### config.mk
export PLATFORM = sky130hd
export DESIGN_NAME = collatz_sweep_ctrl_flat
export DESIGN_NICKNAME = d
export VERILOG_FILES = /design/src/rtl/collatz_sweep_ctrl_if.sv /design/src/rtl/collatz_sweep_ctrl.sv /design/src/flat_wrapper.sv
export SDC_FILE = /design/constraint.sdc
export NUM_CORES = 1
export LEC_CHECK = 0
export BUFFER_PORTS_ARGS = -buffer_cell sky130_fd_sc_hd__clkbuf_2
export CORE_ASPECT_RATIO = 1.4
export CORE_MARGIN = 2
export CORE_UTILIZATION = 50
export CTS_BUF_LIST = sky130_fd_sc_hd__clkbuf_16
export DETAILED_ROUTE_END_ITERATION = 12
export PLACE_DENSITY = 0.81
export SETUP_SLACK_MARGIN = 0.4
export SKIP_CTS_REPAIR_TIMING = 1
export SLEW_MARGIN = 30
export SYNTH_ARGS = -nofsm -noshare
export SYNTH_HDL_FRONTEND = slang
export SYNTH_SLANG_ARGS = --single-unit
export TNS_END_PERCENT = 30
### constraint.sdc
create_clock -name clk -period 3.3 [get_ports clk]
set_input_delay 0 -clock clk [delete_from_list [all_inputs] [get_ports clk]]
set_output_delay 0 -clock clk [all_outputs]
set_load 0.02 [all_outputs]
### src/rtl/collatz_sweep_ctrl_if.sv
// Core-facing handshake between the sweep controller and the Collatz step-counter core.
//   core_start  controller -> core  one-cycle start pulse
//   core_n      controller -> core  starting value N, held between launches
//   core_busy   core -> controller  core is iterating
//   core_steps  core -> controller  step count, valid when core_busy falls
// The master modport is the controller side, the slave modport is the core side.
interface collatz_sweep_ctrl_if #(
  parameter int NW = 8,
  parameter int CW = 8
);
  logic          core_start;
  logic [NW-1:0] core_n;
  logic          core_busy;
  logic [CW-1:0] core_steps;

  modport master (output core_start, core_n, input core_busy, core_steps);
  modport slave  (input core_start, core_n, output core_busy, core_steps);
endinterface

### src/rtl/collatz_sweep_ctrl.sv
// Sweeps the Collatz step-counter core over every N in [lo..hi], one start
// pulse per value, and keeps the N with the largest step count.
// Ports:
//   clk, rst        clock and synchronous active-high reset
//   sweep_go        start request, accepted only when idle or done
//   lo, hi          inclusive sweep range, sampled when sweep_go is accepted
//   core            core handshake (start/N out, busy/steps in)
//   busy, done, err sweep status; err means bad range or core start timeout
//   best_n          N with the largest step count so far
//   best_steps      that largest step count
//   cur_n           N currently being processed
module collatz_sweep_ctrl #(
  parameter int NW            = 8,
  parameter int CW            = 8,
  parameter int START_TIMEOUT = 4
) (
  input  logic                        clk,
  input  logic                        rst,
  input  logic                        sweep_go,
  input  logic [NW-1:0]               lo,
  input  logic [NW-1:0]               hi,
  collatz_sweep_ctrl_if.master        core,
  output logic                        busy,
  output logic                        done,
  output logic                        err,
  output logic [NW-1:0]               best_n,
  output logic [CW-1:0]               best_steps,
  output logic [NW-1:0]               cur_n
);
  localparam logic [2:0] S_IDLE   = 3'd0;
  localparam logic [2:0] S_LAUNCH = 3'd1;
  localparam logic [2:0] S_ARM    = 3'd2;
  localparam logic [2:0] S_RUN    = 3'd3;
  localparam logic [2:0] S_UPDATE = 3'd4;
  localparam logic [2:0] S_DONE   = 3'd5;

  localparam int            TW       = $clog2(START_TIMEOUT + 1);
  localparam logic [TW-1:0] TMO_LAST = TW'(START_TIMEOUT - 1);

  logic [2:0]    state_reg, state_next;
  logic [NW-1:0] hi_reg, hi_next;
  logic [NW-1:0] cur_n_reg, cur_n_next;
  logic [NW-1:0] core_n_reg, core_n_next;
  logic [CW-1:0] steps_reg, steps_next;
  logic [NW-1:0] best_n_reg, best_n_next;
  logic [CW-1:0] best_steps_reg, best_steps_next;
  logic          err_reg, err_next;
  logic [TW-1:0] tmo_reg, tmo_next;

  always_comb begin
    state_next      = state_reg;
    hi_next         = hi_reg;
    cur_n_next      = cur_n_reg;
    core_n_next     = core_n_reg;
    steps_next      = steps_reg;
    best_n_next     = best_n_reg;
    best_steps_next = best_steps_reg;
    err_next        = err_reg;
    tmo_next        = tmo_reg;
    case (state_reg)
      S_IDLE, S_DONE: begin
        if (sweep_go) begin
          hi_next         = hi;
          best_n_next     = '0;
          best_steps_next = '0;
          err_next        = 1'b0;
          if (lo == '0 || lo > hi) begin
            // Bad range: report immediately, the core is never started.
            err_next   = 1'b1;
            state_next = S_DONE;
          end else begin
            cur_n_next  = lo;
            core_n_next = lo;
            state_next  = S_LAUNCH;
          end
        end
      end
      S_LAUNCH: begin
        tmo_next   = '0;
        state_next = S_ARM;
      end
      S_ARM: begin
        if (core.core_busy) begin
          state_next = S_RUN;
        end else begin
          tmo_next = tmo_reg + 1'b1;
          // This cycle is the START_TIMEOUT-th without busy: give up.
          if (tmo_reg == TMO_LAST) begin
            err_next   = 1'b1;
            state_next = S_DONE;
          end
        end
      end
      S_RUN: begin
        if (!core.core_busy) begin
          steps_next = core.core_steps;
          state_next = S_UPDATE;
        end
      end
      S_UPDATE: begin
        // Strictly greater, so on a tie the earlier (smaller) N survives.
        if (steps_reg > best_steps_reg) begin
          best_n_next     = cur_n_reg;
          best_steps_next = steps_reg;
        end
        // Compare before incrementing so hi = all-ones never wraps cur_n.
        if (cur_n_reg == hi_reg) begin
          state_next = S_DONE;
        end else begin
          cur_n_next  = cur_n_reg + 1'b1;
          core_n_next = cur_n_reg + 1'b1;
          state_next  = S_LAUNCH;
        end
      end
      default: state_next = S_IDLE;
    endcase
  end

  always_ff @(posedge clk) begin
    if (rst) begin
      state_reg      <= S_IDLE;
      hi_reg         <= '0;
      cur_n_reg      <= '0;
      core_n_reg     <= '0;
      steps_reg      <= '0;
      best_n_reg     <= '0;
      best_steps_reg <= '0;
      err_reg        <= 1'b0;
      tmo_reg        <= '0;
    end else begin
      state_reg      <= state_next;
      hi_reg         <= hi_next;
      cur_n_reg      <= cur_n_next;
      core_n_reg     <= core_n_next;
      steps_reg      <= steps_next;
      best_n_reg     <= best_n_next;
      best_steps_reg <= best_steps_next;
      err_reg        <= err_next;
      tmo_reg        <= tmo_next;
    end
  end

  // The start pulse is decoded from the one-cycle LAUNCH state, so it can
  // never be high twice in a row nor anywhere else.
  assign core.core_start = (state_reg == S_LAUNCH);
  assign core.core_n     = core_n_reg;
  assign busy            = (state_reg != S_IDLE) && (state_reg != S_DONE);
  assign done            = (state_reg == S_DONE);
  assign err             = err_reg;
  assign best_n          = best_n_reg;
  assign best_steps      = best_steps_reg;
  assign cur_n           = cur_n_reg;
endmodule

### src/flat_wrapper.sv
// flat-port wrapper written by rule: the top's interface ports become plain ports
module collatz_sweep_ctrl_flat 
#(
  parameter int NW            = 8,
  parameter int CW            = 8,
  parameter int START_TIMEOUT = 4
)
  (clk, rst, sweep_go, lo, hi, busy, done, err, best_n, best_steps, cur_n, core_core_start, core_core_n, core_core_busy, core_core_steps);
  collatz_sweep_ctrl_if #(.NW(NW), .CW(CW)) core_i ();
  input  logic clk;
  input  logic rst;
  input  logic sweep_go;
  input  logic [NW-1:0] lo;
  input  logic [NW-1:0] hi;
  output logic busy;
  output logic done;
  output logic err;
  output logic [NW-1:0] best_n;
  output logic [CW-1:0] best_steps;
  output logic [NW-1:0] cur_n;
  output wire logic [$bits(core_i.core_start)-1:0] core_core_start;
  output wire logic [$bits(core_i.core_n)-1:0] core_core_n;
  input wire logic [$bits(core_i.core_busy)-1:0] core_core_busy;
  input wire logic [$bits(core_i.core_steps)-1:0] core_core_steps;
  assign core_core_start = core_i.core_start;
  assign core_core_n = core_i.core_n;
  assign core_i.core_busy = core_core_busy;
  assign core_i.core_steps = core_core_steps;
  collatz_sweep_ctrl #(.NW(NW), .CW(CW), .START_TIMEOUT(START_TIMEOUT)) u_core (.clk(clk), .rst(rst), .sweep_go(sweep_go), .lo(lo), .hi(hi), .core(core_i), .busy(busy), .done(done), .err(err), .best_n(best_n), .best_steps(best_steps), .cur_n(cur_n));
endmodule
==> flow_metrics.tcl, run 1 <==
set metrics [dict create \
    path_cells "nor2b_1 > nand2b_1 > or3_4 > o211ai_4 > a22oi_1 > nor2_1" \
    max_clock_freq_mhz 444 \
    rr_endpoint "u_core.best_n[6]" \
    drt_iter0_drc 131 \
    syn_nets 370 \
    io_buffers 63 \
    syn_area_mm2 0.00280 \
    routed-wl-met3_um 249 \
    critPathSlowestCell "dfxtp_1" \
    most-common-layout-cells "clkbuf_2, dfxtp_1, nor2_1, nand2_1, a21oi_1" \
    synth-async-reset-ratio 0 \
    rsz0062_at_grt "false" \
    wire_per_inst_um 14.7 \
    hold_end "u_core.hi_reg[0]" \
    cts.sinks 47 \
    min_path_type "in -> reg" \
    power-per-cell-area_mw_per_mm2 501 \
    internal_power_mw 1.07 \
    cts-root-buf "clkbuf_16" \
    initial_utilization 0.514 \
    ys.warnings.count 0 \
    setup_viol 0 \
    path_buf_inv 0 \
    hp-start "hi[0]" \
    cts_buffers 5 \
    dr.pass1.iters 4 \
    clkLatencyLatePin_ns 0.29 \
    whs_ns -0.0270 \
    diodes 0 \
    drv_cap 0 \
    ys_top_cells_by_area "dfxtp_1, ha_1, a21oi_1" \
    htreeDepth 2 \
    coreArea_mm2 0.00545 \
    fill_cells 505 \
    detail_route.wirelength_mm 6.58 \
    grt_start_max_net_pins 50 \
    finClkSkew_ns 0.00624 \
    vdd_drop_max_v 0.000315 \
    antenna_found_initial 0 \
    status "finished with violations" \
    power_switching_uw 583 \
    leakage_nw 1.41 \
    io_pins 64 \
    viasPerCell 5.57 \
    yosysUniqueCellTypes 57 \
    min_path_cells 3 \
    tritoncts "built" \
    layout_commonest_cell "clkbuf_2" \
    drive_gt1_frac 0.283 \
    ant_nets 0 \
    wl_met2_mm 3.52 \
    r2r_setup_slack_ns 1.05 \
    path_delay_family "simple AND/OR/NAND/NOR gates" \
    maxSlewViolCount 0 \
    yosysTopAreaCell "dfxtp_1" \
    combPwrFrac 0.285 \
    grt_pass1_vias 2368 \
    top_layer_used "met4" \
    setup-tns-final_ns 0 \
    crit_fanout 16 \
    die_y_um 92.6 \
    period_share 0.682 \
    min_period_ns 2.25 \
    dieArea_mm2 0.00623 \
    swShare 0.352 \
    p_seq_frac 0.417 \
    wl_met1_mm 2.73 \
    reg2regPathDepth 6 \
    start_kind "register" \
    yosysTopAreaCellShare 0.336 \
    cts_buffer_depth 2 \
    postSynthCellCount 323 \
    cp.arrival_ns 2.47 \
    max_stage_delay_ns 0.51 \
    overflow 0 \
    die_x_um 67.3 \
    required_ns 3.52 \
    criticalPathCategory "reg -> reg" \
    synth-seq-cells 47 \
    r2r_start "u_core.state_reg[2]" \
    final_nets 427 \
    routabilityCongestion 0.890 \
    p_total_mw 1.66 \
    slew_headroom 0.600 \
    synth-main-ff-cell "dfxtp_1" \
    drc 0 \
    synth_seq_area_share 0.336 \
    clock_power_share 0.298 \
    synth_edf_count 0 \
    syn_to_final_growth_pct 18.0 \
    grt_pass1_wl_mm 10.7 \
    clk_pin_slew_ns 0.07 \
    violations "hold timing" \
    grt_usage 0.221 \
    vias 2501 \
    worstMarginPinSlew_ns 0.598 \
    hpwl_mm 4.88 \
    rows 32 \
    avgSynthCellArea_um2 8.67 \
    finalHoldViolations 7 \
    end_kind "register" \
]
cells in the mapped netlist, types with 5 or more instances:
| master | count |
|---|---|
| dfxtp_1 | 47 |
| nor2_1 | 32 |
| nand2_1 | 29 |
| a21oi_1 | 28 |
| ha_1 | 19 |
| inv_1 | 19 |
| nor2_2 | 12 |
| buf_4 | 11 |
| a22oi_2 | 10 |
| clkbuf_1 | 9 |
| mux2i_1 | 9 |
| xor2_1 | 8 |
| a22oi_1 | 7 |
| a211oi_1 | 5 |
| nor4_1 | 5 |
| o32ai_1 | 5 |
final cells by class:
type / count / area (um2) / area share
clock buffer: 5 / 125 / 0.0379
clock inverter: 3 / 20.0 / 0.00606
inverter: 19 / 71.3 / 0.0216
multi-input combinational: 234 / 1650 / 0.499
sequential: 47 / 941 / 0.285
tap: 68 / 85.1 / 0.0257
timing repair buffer: 73 / 413 / 0.125
logic make-up (layout without fill, tap and decap cells):
logic type / count (synthesis) / after routing / share of synthesized area
xor+xnor: 8 / 8 / 0.0250
buf+inv: 42 / 100 / 0.0782
mux: 10 / 10 / 0.0362
fa+ha+maj: 19 / 19 / 0.0849
simple gates: 113 / 113 / 0.206
flops: 47 / 47 / 0.336
compound gates: 84 / 84 / 0.234
worst max-delay path by stage:
stage / from / end / cells past startpoint
3_5_place_dp: u_core.state_reg[2] / u_core.best_n[5] / 6
6_report: u_core.state_reg[2] / u_core.best_n[6] / 6
5_1_grt: u_core.state_reg[2] / u_core.best_n[6] / 6
2_1_floorplan: u_core.best_steps[7] / u_core.best_n[0] / 8
4_1_cts: u_core.state_reg[2] / u_core.best_n[6] / 6
3_3_place_gp: u_core.state_reg[2] / u_core.best_steps[7] / 6
metal layers:
metal	global-route usage	vias up
met5	0	-
met4	0.0918	0
met3	0.0328	8
met2	0.389	74
met1	0.260	1162
li1	-	1257
power groups by stage:
| stage | combinational, mW | clock, mW | sequential, mW |
|---|---|---|---|
| 2_1_floorplan | 0.377 | 0 | 0.690 |
| 3_3_place_gp | 0.452 | 0 | 0.699 |
| 3_5_place_dp | 0.463 | 0 | 0.702 |
| 4_1_cts | 0.465 | 0.501 | 0.689 |
| 5_1_grt | 0.516 | 0.517 | 0.698 |
| 6_report | 0.472 | 0.493 | 0.691 |
worst reg2reg max path, stage by stage (launching register included):
cell and delay [ns]:
dfxtp_1 0.51, nor2b_1 0.28, nand2b_1 0.37, or3_4 0.47
o211ai_4 0.26, a22oi_1 0.16, nor2_1 0.13
stage by stage:
step / hold slack [ns] / utilization / std cells / instance area [um2] / worst slack (ns)
3_3_place_gp: 0.225 / 0.562 / 432 / 3060 / 1.08
3_5_place_dp: 0.228 / 0.562 / 432 / 3060 / 0.956
5_1_grt: 0.00274 / 0.607 / 449 / 3300 / 0.853
6_report: -0.0270 / 0.607 / 449 / 3300 / 1.05
2_1_floorplan: 0.136 / - / 323 / 2800 / 1.42
4_1_cts: -0.0727 / 0.589 / 440 / 3210 / 0.870
Power figures use the tool's default switching activity.
==> run 2, diff against run 1 <==
CORE_UTILIZATION = 49   (was 50)
PLACE_DENSITY = 0.82   (was 0.81)
clock period = 2 ns   (was 3.3 ns; I/O delays follow)
==> flow_metrics.tcl, run 2 (same netlist as run 1, synthesis figures left out) <==
set metrics [dict create \
    ant_nets 0 \
    violations "hold timing" \
    min_path_type "in -> reg" \
    numPlacedInstances 448 \
    slew_headroom 0.634 \
    clkLatencyLatePin_ns 0.29 \
    start_kind "register" \
    status "finished with violations" \
    hold_end "u_core.steps_reg[3]" \
    p_total_mw 3.08 \
    detail_route.wirelength_mm 7.81 \
    r2r_start "u_core.steps_reg[5]" \
    dr.pass1.iters 4 \
    maxSlewViolCount 0 \
    tritoncts "built" \
    min_path_cells 3 \
    max_clock_freq_mhz 513 \
    grt_usage 0.241 \
    wl_met2_mm 4.07 \
    r2r_setup_slack_ns 0.05 \
    dp_slack_ns 0.0152 \
    min_period_ns 1.95 \
    path_cells "ha_4 > nand4_1 > or3_4 > o211ai_4 > buf_6 > a22oi_1 > nor2_1" \
    worstMarginPinSlew_ns 0.536 \
    cts_buffer_depth 2 \
    layout_setup_ws_ns 0.0510 \
    leakage_nw 1.58 \
    criticalPathCategory "reg -> reg" \
    rsz0062_at_grt "true" \
    seq_area_um2 967 \
    critPathSlowestCell "or3_4" \
    layout_commonest_cell "clkbuf_2" \
    max_stage_delay_ns 0.46 \
    path_buf_inv 1 \
    setup_viol 0 \
    rows 32 \
    io_buffers 63 \
    final_nets 449 \
    dieArea_mm2 0.00635 \
    cts.sinks 47 \
    viasPerCell 5.80 \
    multi_input_area_mm2 0.00177 \
    htreeDepth 2 \
    wire_per_inst_um 16.6 \
    drc 0 \
    end_kind "register" \
    crit_fanout 6 \
    most-common-layout-cells "clkbuf_2, dfxtp_1, nor2_1, a21oi_1, nand2_1" \
    finClkSkew_ns 0.00724 \
    hpwl_mm 5.43 \
    rr_endpoint "u_core.best_steps[7]" \
    wl_met1_mm 3.08 \
    die_x_um 67.9 \
    top_layer_used "met4" \
    drv_cap 0 \
    cts-root-buf "clkbuf_16" \
    diodes 0 \
    grt_start_max_net_pins 19 \
    fin_cells 471 \
    drt_iter0_drc 146 \
    grt_pass1_vias 2562 \
    finalHoldViolations 6 \
    hp-start "core_core_steps[3]" \
    coreArea_mm2 0.00553 \
    finalInstanceArea_mm2 0.00368 \
    required_ns 2.20 \
    routed-wl-met3_um 349 \
    whs_ns -0.0603 \
    routabilityCongestion 0.853 \
    place_area_mm2 0.00324 \
    power-per-cell-area_mw_per_mm2 835 \
    grt_pass1_wl_mm 11.7 \
    vias 2733 \
    overflow 0 \
    period_share 0.974 \
    syn_to_final_growth_pct 31.5 \
    reg2regPathDepth 7 \
    initial_utilization 0.507 \
    die_y_um 93.5 \
    fill_cells 434 \
    clk_pin_slew_ns 0.06 \
    drive_gt1_frac 0.407 \
    vdd_drop_max_v 0.000640 \
    cts_buffers 5 \
    antenna_found_initial 0 \
    path_delay_family "simple AND/OR/NAND/NOR gates" \
    cp.arrival_ns 2.15 \
    io_pins 64 \
]
==> run 2: area by class of cell <==
cell class	instances	area share
clock buffer	7	0.0475
clock inverter	1	0.00204
inverter	19	0.0200
multi-input combinational	234	0.481
sequential	47	0.262
tap	68	0.0231
timing repair buffer	95	0.164
==> run 2: how the worst max path moves through the flow <==
| stage | slack (ns) | cells past startpoint | from | end |
|---|---|---|---|---|
| final | 0.05 | 7 | u_core.steps_reg[5] | u_core.best_steps[7] |
| after global routing | -0.006 | 7 | u_core.steps_reg[5] | u_core.best_steps[7] |
| after CTS | 0.01 | 8 | u_core.best_steps[1] | u_core.best_n[6] |
| after detailed placement | 0.02 | 8 | u_core.best_steps[1] | u_core.best_steps[2] |
| after global placement | 0.07 | 8 | u_core.best_steps[1] | u_core.best_steps[7] |
| after floorplan | 0.27 | 9 | u_core.best_steps[1] | u_core.best_n[0] |
==> run 2: stage by stage <==
stage | util | hold WS (ns) | TNS (ns)
6_report | 0.667 | -0.0603 | 0
5_1_grt | 0.667 | 0.00307 | -0.00624
4_1_cts | 0.620 | -0.0727 | 0
3_5_place_dp | 0.587 | 0.229 | 0
3_3_place_gp | 0.587 | 0.225 | 0
2_1_floorplan | - | 0.136 | 0
==> run 2: worst register-to-register path: stages, from the launching register on <==
cell and delay [ns]:
dfxtp_1 0.39, ha_4 0.31, nand4_1 0.21, or3_4 0.46
o211ai_4 0.12, buf_6 0.16, a22oi_1 0.07, nor2_1 0.15
==> run 2: per-layer routing <==
layer / GRT usage / vias up
li1: - / 1305
met1: 0.274 / 1298
met2: 0.423 / 104
met3: 0.0397 / 26
met4: 0.115 / 0
met5: 0 / -
==> run 2: power by group <==
group	switching, mW	total [mW]	leakage, nW	internal, mW
Clock	0.363	0.979	0.0864	0.615
Sequential	0.0833	1.08	0.389	1.00
Combinational	0.599	1.01	1.11	0.416
==> run 3, diff against run 2 <==
CORE_ASPECT_RATIO = default   (was 1.4)
==> flow_metrics.tcl, run 3 (same netlist as run 1, synthesis figures left out) <==
set metrics [dict create \
    rows 27 \
    layout_commonest_cell "clkbuf_2" \
    end_kind "register" \
    drive_gt1_frac 0.400 \
    required_ns 2.23 \
    criticalPathCategory "reg -> reg" \
    vias 2679 \
    clkLatencyLatePin_ns 0.29 \
    hpwl_mm 4.91 \
    diodes 0 \
    max_clock_freq_mhz 530 \
    io_buffers 63 \
    slew_headroom 0.623 \
    drv_cap 0 \
    drc 0 \
    maxSlewViolCount 0 \
    clk_pin_slew_ns 0.07 \
    initial_utilization 0.509 \
    cts.sinks 47 \
    syn_to_final_growth_pct 32.8 \
    min_period_ns 1.89 \
    dieArea_mm2 0.00634 \
    crit_fanout 8 \
    vdd_drop_max_v 0.000411 \
    swShare 0.352 \
    die_y_um 79.6 \
    combPwrFrac 0.341 \
    leakage_nw 1.60 \
    dr.pass1.iters 4 \
    p_total_mw 2.90 \
    start_kind "register" \
    p_seq_frac 0.378 \
    coreArea_mm2 0.00551 \
    grt_usage 0.221 \
    clock_power_share 0.281 \
    wire_per_inst_um 16.0 \
    grt_start_max_net_pins 26 \
    tritoncts "built" \
    dp_slack_ns -0.00118 \
    numPlacedInstances 448 \
    drt_iter0_drc 239 \
    antenna_found_initial 0 \
    layout_setup_ws_ns 0.113 \
    whs_ns -0.0239 \
    most-common-layout-cells "clkbuf_2, dfxtp_1, nor2_1, nand2_1, a21oi_1" \
    cts_buffer_depth 2 \
    ant_nets 0 \
    htreeDepth 2 \
    viasPerCell 5.62 \
    violations "hold timing" \
    rsz0062_at_grt "true" \
    setup_viol 0 \
    power-per-cell-area_mw_per_mm2 780 \
    routabilityCongestion 0.821 \
    detail_route.wirelength_mm 7.64 \
    worstMarginPinSlew_ns 0.566 \
    grt_pass1_vias 2478 \
    status "finished with violations" \
    grt_pass1_wl_mm 11.2 \
    internal_power_mw 1.88 \
    overflow 0 \
    finClkSkew_ns 0.00810 \
    final_util 0.676 \
    io_pins 64 \
    power_switching_mw 1.02 \
    final_nets 451 \
    die_x_um 79.6 \
    fin_cells 477 \
    cp.arrival_ns 2.11 \
    period_share 0.944 \
    cts_buffers 5 \
    cts-root-buf "clkbuf_16" \
    finalHoldViolations 4 \
    min_path_type "in -> reg" \
]
run 3: cell types whose count changed in the layout (fill, tap and decap cells not counted), moves of 2 or more:
cell,previous run,this run
a21oi_1,27,24
buf_4,21,18
dlygate4sd3_1,8,11
inv_1,14,17
a21oi_2,1,3
a22oi_1,6,4
a22oi_2,11,13
nor2b_4,0,2
run 3: path summary, 6_finish.rpt:
check                                          start             endpoint  slack, ns  cells past startpoint
worst max register to register  u_core.best_steps[4]     u_core.best_n[0]       0.11                      9
worst min-delay path                        sweep_go  u_core.state_reg[0]      -0.02                      3
worst min register to register   u_core.steps_reg[2]  u_core.steps_reg[2]       0.48                      2
worst max-delay path            u_core.best_steps[4]     u_core.best_n[0]       0.11                      9
run 3: critical path, stage by stage, from the launching register on:
cell and delay (ns):
dfxtp_4 0.34, inv_1 0.04, ha_1 0.28, nand4_1 0.17
buf_4 0.20, a21o_1 0.18, a21oi_4 0.23, clkbuf_16 0.21
a22oi_2 0.08, nor2_2 0.09
run 3: layout make-up:
type / count / area [um2]
clock inverter: 3 / 12.5
timing repair buffer: 97 / 662
sequential: 47 / 971
fill: 452 / 1790
tap: 72 / 90.1
clock buffer: 5 / 125
multi-input combinational: 234 / 1790
inverter: 19 / 71.3
run 3: metrics by stage:
stage               instance area [um2]  hold WS [ns]  setup TNS (ns)
floorplan                          2850         0.136               0
global placement                   3220         0.224               0
detailed placement                 3220         0.230        -0.00118
CTS                                3350       -0.0767         -0.0143
global route                       3720        0.0105               0
finish                             3720       -0.0239               0
run 3: metal layers:
| metal | vias up | share of wire | wire (um) | track usage |
|---|---|---|---|---|
| met4 | 0 | 0.011 | 86 | 0.0534 |
| met3 | 10 | 0.060 | 460 | 0.0452 |
| met2 | 94 | 0.51 | 3870 | 0.390 |
| met5 | - | 0 | 0 | 0 |
| li1 | 1313 | - | - | - |
| met1 | 1262 | 0.42 | 3220 | 0.273 |
run 3: power groups by stage:
| stage | Sequential, mW | Combinational [mW] | Clock (mW) |
|---|---|---|---|
| 2_1_floorplan | 1.13 | 0.627 | 0 |
| 5_1_grt | 1.11 | 1.07 | 0.860 |
| 3_5_place_dp | 1.11 | 0.881 | 0 |
| 6_report | 1.10 | 0.991 | 0.815 |
| 3_3_place_gp | 1.11 | 0.862 | 0 |
| 4_1_cts | 1.09 | 0.887 | 0.817 |
